===== config.mk =====
export PLATFORM = sky130hd
export DESIGN_NAME = pwm_ramp_controller
export DESIGN_NICKNAME = d
export VERILOG_FILES = /design/src/rtl/pwm_ramp_controller.sv
export SDC_FILE = /design/constraint.sdc
export NUM_CORES = 1
export LEC_CHECK = 0
export CORE_MARGIN = 5
export CORE_UTILIZATION = 49
export DETAILED_ROUTE_END_ITERATION = 7
export PLACE_DENSITY = 0.77
export SLEW_MARGIN = 20
export SYNTH_ARGS = -nofsm -noshare
export SYNTH_HDL_FRONTEND = slang
export SYNTH_SLANG_ARGS = --single-unit

===== constraint.sdc =====
create_clock -name clk -period 2.9 [get_ports clk]
set_clock_uncertainty 0.05 [all_clocks]
set_input_delay 0.87 -clock clk [delete_from_list [all_inputs] [get_ports clk]]
set_output_delay 0.87 -clock clk [all_outputs]
set_load 0.02 [all_outputs]

===== src/rtl/pwm_ramp_controller.sv =====
// PWM duty sequencer: debounced buttons and host loads set a target duty,
// and the applied duty slews toward it once per RAMP_DIV PWM periods.
module pwm_ramp_controller #(
    parameter int DUTY_W    = 4,
    parameter int PERIOD    = 10,
    parameter int DUTY_MAX  = 10,
    parameter int DUTY_INIT = 5,
    parameter int RAMP_DIV  = 4,
    parameter int DEB_DIV   = 4
) (
    input  logic              clk,
    input  logic              rst_n,
    input  logic              ena,
    input  logic              inc_btn,
    input  logic              dec_btn,
    input  logic              load_valid,
    input  logic [DUTY_W-1:0] load_duty,
    output logic              pwm_out,
    output logic              period_start,
    output logic [DUTY_W-1:0] duty_now,
    output logic [DUTY_W-1:0] duty_target,
    output logic              busy
);
    localparam int PCNT_W = (PERIOD > 1) ? $clog2(PERIOD) : 1;
    localparam int RCNT_W = (RAMP_DIV > 1) ? $clog2(RAMP_DIV) : 1;
    localparam int DCNT_W = (DEB_DIV > 1) ? $clog2(DEB_DIV) : 1;

    localparam logic [PCNT_W-1:0] PCNT_LAST = PCNT_W'(PERIOD - 1);
    localparam logic [RCNT_W-1:0] RCNT_LAST = RCNT_W'(RAMP_DIV - 1);
    localparam logic [DCNT_W-1:0] DCNT_LAST = DCNT_W'(DEB_DIV - 1);
    localparam logic [DUTY_W-1:0] DMAX      = DUTY_W'(DUTY_MAX);
    localparam logic [DUTY_W-1:0] DINIT     = DUTY_W'(DUTY_INIT);

    typedef enum logic [1:0] {
        ST_OFF  = 2'd0,
        ST_IDLE = 2'd1,
        ST_RAMP = 2'd2
    } state_e;

    state_e            state_q, state_d;
    logic [PCNT_W-1:0] pcnt_q, pcnt_d;
    logic [RCNT_W-1:0] rcnt_q, rcnt_d;
    logic [DUTY_W-1:0] duty_q, duty_d;
    logic [DUTY_W-1:0] tgt_q, tgt_d;
    logic [DCNT_W-1:0] dcnt_q, dcnt_d;
    logic [1:0]        inc_s_q, inc_s_d;
    logic [1:0]        dec_s_q, dec_s_d;
    logic              tick, inc_p, dec_p, step;
    logic [DUTY_W-1:0] duty_step;

    // Bit 0 is the newest sample; a press is a 0->1 seen across two ticks.
    always_comb begin
        tick    = (dcnt_q == DCNT_LAST);
        dcnt_d  = tick ? '0 : dcnt_q + 1'b1;
        inc_s_d = inc_s_q;
        dec_s_d = dec_s_q;
        if (tick) begin
            inc_s_d = {inc_s_q[0], inc_btn};
            dec_s_d = {dec_s_q[0], dec_btn};
        end
        inc_p = tick & inc_s_q[0] & ~inc_s_q[1];
        dec_p = tick & dec_s_q[0] & ~dec_s_q[1];
    end

    always_comb begin
        tgt_d = tgt_q;
        if (load_valid) begin
            tgt_d = (load_duty > DMAX) ? DMAX : load_duty;
        end else if (inc_p & ~dec_p) begin
            tgt_d = (tgt_q >= DMAX) ? DMAX : tgt_q + 1'b1;
        end else if (dec_p & ~inc_p) begin
            tgt_d = (tgt_q == '0) ? '0 : tgt_q - 1'b1;
        end
    end

    always_comb begin
        state_d   = state_q;
        pcnt_d    = pcnt_q;
        rcnt_d    = rcnt_q;
        duty_d    = duty_q;
        step      = (pcnt_q == PCNT_LAST);
        duty_step = (tgt_q > duty_q) ? duty_q + 1'b1 : duty_q - 1'b1;
        if (!ena) begin
            state_d = ST_OFF;
            pcnt_d  = '0;
            rcnt_d  = '0;
            duty_d  = '0;
        end else begin
            pcnt_d = (state_q == ST_OFF || step) ? '0 : pcnt_q + 1'b1;
            case (state_q)
                ST_OFF: begin
                    duty_d  = '0;
                    rcnt_d  = '0;
                    state_d = (tgt_q == '0) ? ST_IDLE : ST_RAMP;
                end
                ST_IDLE: begin
                    if (tgt_q != duty_q) begin
                        state_d = ST_RAMP;
                        rcnt_d  = '0;
                    end
                end
                ST_RAMP: begin
                    if (tgt_q == duty_q) begin
                        state_d = ST_IDLE;
                    end else if (step) begin
                        if (rcnt_q == RCNT_LAST) begin
                            rcnt_d = '0;
                            duty_d = duty_step;
                            if (duty_step == tgt_q) state_d = ST_IDLE;
                        end else begin
                            rcnt_d = rcnt_q + 1'b1;
                        end
                    end
                end
                default: state_d = ST_OFF;
            endcase
        end
    end

    always_ff @(posedge clk) begin
        if (!rst_n) begin
            state_q <= ST_OFF;
            pcnt_q  <= '0;
            rcnt_q  <= '0;
            duty_q  <= '0;
            tgt_q   <= DINIT;
            dcnt_q  <= '0;
            inc_s_q <= '0;
            dec_s_q <= '0;
        end else begin
            state_q <= state_d;
            pcnt_q  <= pcnt_d;
            rcnt_q  <= rcnt_d;
            duty_q  <= duty_d;
            tgt_q   <= tgt_d;
            dcnt_q  <= dcnt_d;
            inc_s_q <= inc_s_d;
            dec_s_q <= dec_s_d;
        end
    end

    assign pwm_out      = (state_q != ST_OFF) && (32'(pcnt_q) < 32'(duty_q));
    assign period_start = (pcnt_q == '0);
    assign duty_now     = duty_q;
    assign duty_target  = tgt_q;
    assign busy         = (state_q == ST_RAMP);

endmodule


==> key figures <==
Power
  • Pwr/cell area: 407 nW/µm²
  • P_leak: 0.735 nW
  • Sw frac: 28.0%
  • Switch Pwr: 0.219 mW
  • P_int: 0.563 mW
  • VDD IR-drop max: 278 µV
  • Reg power frac: 41.9%
  • Clk pwr share: 30.6%
  • Combinational power share: 27.5%
  • Final Total Pwr: 0.781 mW

Worst setup path
  • FF-to-FF path depth: 13
  • CP top delay family: compound AO/OA/AOI/OAI gates
  • Crit. End Element: flop
  • RR Startpoint: duty_now[1]$_SDFFE_PN0P_
  • CP Launch Point: duty_now[1]$_SDFFE_PN0P_
  • Stages on the worst setup path: 13
  • Crit-path max FO: 3
  • Buffers plus inverters on the worst setup path: 2
  • Reg-to-reg slack, setup: 160 ps
  • Critical Path End: state_q[1]$_SDFFE_PN0P_
  • Worst endpoint required time: 3090 ps
  • Setup CP Type: reg2reg
  • Reg2Reg Capture Point: state_q[1]$_SDFFE_PN0P_
  • Slowest-stage cell, CP: dfxtp_4
  • Cell mode on critical path: ha_4
  • CP Cell Sequence: inv_4 > ha_4 > nor2b_1 > o211ai_1 > a21oi_4 > inv_2 > ha_4 > a21o_1 > a21oi_2 > xnor2_1 > xor3_1 > a2bb2o_4 > a221oi_2
  • CP startpoint kind: flop
  • Crit-path max cell delay: 380 ps
  • Worst Path Arrival: 2930 ps

Logic synthesis
  • Synth Warn #: 0
  • Share of Yosys cell area claimed by the top area cell type: 29.0%
  • Area leader, netlist: dfxtp_1
  • Ys flop type: dfxtp_1
  • Register area share after synthesis: 29.0%
  • FFs w/ async S/R, synth: 0%
  • #FFs+latches synth: 22
  • Yosys cell types: 47
  • Largest cells by area after synthesis: dfxtp_1, ha_1, a21oi_1
  • Syn Area/Cell: 8.77 µm²
  • Mapped cell area: 1520 µm²
  • EDFF count, synth: 0
  • Syn_nets: 201
  • Synthesized netlist cell count: 173

Routing
  • TritonRoute pass-1 iters: 4
  • Vias per cell: 5.70
  • Routed Antenna Nets: 0
  • Final wirelength: 3.39 mm
  • Initial DRC Count: 101
  • Drc violations: 0
  • WL/cell: 14.5 µm
  • Via Count: 1333

Worst hold path
  • Worst hold path class: reg2reg

Timing
  • Relative max-transition margin: 56.5%
  • Hold_ws: 402 ps
  • Fin. max-slew vios: 0
  • Setup tns final: 0 ps
  • Final min period: 2740 ps
  • Unrepaired setup endpoints after global routing: false
  • Final count of negative-setup-slack endpoints: 0
  • Tightest Pin Transition: 650 ps
  • Fmax: 365 MHz
  • Fin crit share: 94.5%
  • Hold Fails Final Rpt: 0

Global route
  • Initial antenna violation count: 0
  • Number of global-route vias before repair: 1291
  • Grt ovf: 0
  • GRT Util Overall: 16.9%
  • Largest net degree at the start of global routing: 14
  • First-pass GRT wire length: 5.76 mm

Status
  • Status: completed

Die
  • Die Span X: 65.6 µm
  • Core Region: 3000 µm²
  • Die footprint: 4310 µm²
  • FP Rows: 20
  • Die Ht: 65.6 µm
  • # IOs: 21
  • Starting Density: 50.5%

Placed design
  • Placed insts: 230
  • # port buffers: 20
  • DP Wirelength: 2.74 mm
  • Routability cong.: 0.835

Cells and area
  • Fin util: 63.9%
  • Area growth, synth to finish: 26.6%
  • Multi-input gate area: 1050 µm²
  • # diodes: 0
  • Fin cells: 234
  • # fillers: 251
  • Sequential Area: 454 µm²
  • Final Net Count: 230
  • Share of layout cells above drive strength 1: 17.9%

Clocking
  • TritonCTS Buffers: 3
  • Clock sink count: 22
  • Clk pin slew, worst setup/hold paths: 140 ps
  • CTS tree: yes
  • H-tree Lvls: 1
  • Setup bufs post-CTS: 0
  • CTS root buf: clkbuf_4
  • Clock buffer depth: 2
  • Worst skew pair latency: 320 ps

Run
  • MaxCap Viol Count: 0
## cell type report
class	count	area share, %
Clock buffer	3	1.17
Clock inverter	1	1.56
Inverter	12	2.48
Multi-Input combinational cell	133	54.9
Sequential cell	22	23.7
Tap cell	33	2.15
Timing Repair Buffer	30	14.1
## timing repair
item,CTS,global route
pin swaps,1,0
setup endpoints to repair,2,3
hold buffers,0,0
resized for setup,1,7
## Yosys cell counts, drive strengths merged, types with 2 or more instances
master and count:
a211oi 2, a21boi 2, a21oi 14, buf 3
clkbuf 3, dfxtp 22, ha 17, inv 12
mux2i 5, nand2 9, nand2b 7, nand3 9
nand3b 3, nand4 2, nor2 13, nor2b 7
nor3b 4, o21ai 5, o22ai 3, o31ai 2
or3 2, xnor2 5, xor2 3
## sequential cells by signal (all words and copies together) (netlist names)
name and cells:
state_q 2, rcnt_q 2, dcnt_q 2, duty_now 4, dec_s_q 2, inc_s_q 2, pcnt_q 4, duty_target 4
## per-layer routing
metal  track usage (%)  vias up  wire, µm
li1                  -      673         -
met1              19.9      622      1490
met5                 0        -         0
met4              6.99        0        95
met3              3.59        8       113
met2              29.4       30      1690
## worst min path at each step
stage / slack (ps) / from / cells after the start / end
after floorplan: 350 / dcnt_q[0]$_SDFF_PP0_ / 1 / dcnt_q[0]$_SDFF_PP0_
after global placement: 360 / dcnt_q[0]$_SDFF_PP0_ / 1 / dcnt_q[0]$_SDFF_PP0_
after detailed placement: 380 / dcnt_q[0]$_SDFF_PP0_ / 1 / dcnt_q[0]$_SDFF_PP0_
after CTS: 400 / dcnt_q[0]$_SDFF_PP0_ / 1 / dcnt_q[0]$_SDFF_PP0_
after global routing: 410 / dcnt_q[0]$_SDFF_PP0_ / 1 / dcnt_q[0]$_SDFF_PP0_
final: 400 / dcnt_q[0]$_SDFF_PP0_ / 1 / dcnt_q[0]$_SDFF_PP0_
## per-stage QoR
stage          instance area, µm²  setup slack, ps
3_3_place_gp                 1860             94.1
2_1_floorplan                1580             1.05
5_1_grt                      1920             11.1
6_report                     1920              159
4_1_cts                      1910             29.6
3_5_place_dp                 1860             5.26
## logic make-up (layout without fill, tap and decap cells)
logic type	count (synthesis)	after routing	share of synthesized area, %
fa+ha+maj	18	18	15.3
mux	5	5	3.30
flops	22	22	29.0
buf+inv	18	46	5.28
compound gates	38	38	16.9
xor+xnor	9	9	6.19
simple gates	63	63	23.9
## cell usage in the layout (no fill, tap or decap), types with 2 or more instances in the layout
cell	n
nor2_1	13
mux2i_1	5
a21oi_1	11
xnor2_1	5
nor2b_1	6
nand4_1	2
clkdlybuf4s50_1	19
inv_1	10
xor2_1	3
dfxtp_1	15
o31ai_1	2
o21ai_0	5
nand2b_1	6
dfxtp_2	5
buf_4	10
nand2_1	9
a21boi_0	2
a211oi_1	2
nand3_1	9
clkbuf_4	3
o22ai_1	3
or3_1	2
ha_1	15
nor3b_1	4
a21oi_2	2
ha_4	2
nand3b_1	3
dfxtp_4	2
## power by group through the flow
stage,Clock [mW],Sequential (mW),Combinational (mW)
global route,0.259,0.329,0.234
floorplan,0,0.340,0.134
finish,0.239,0.327,0.215
global placement,0,0.333,0.203
CTS,0.246,0.327,0.212
detailed placement,0,0.334,0.211
Note: power is estimated with default switching activity, not from simulation.
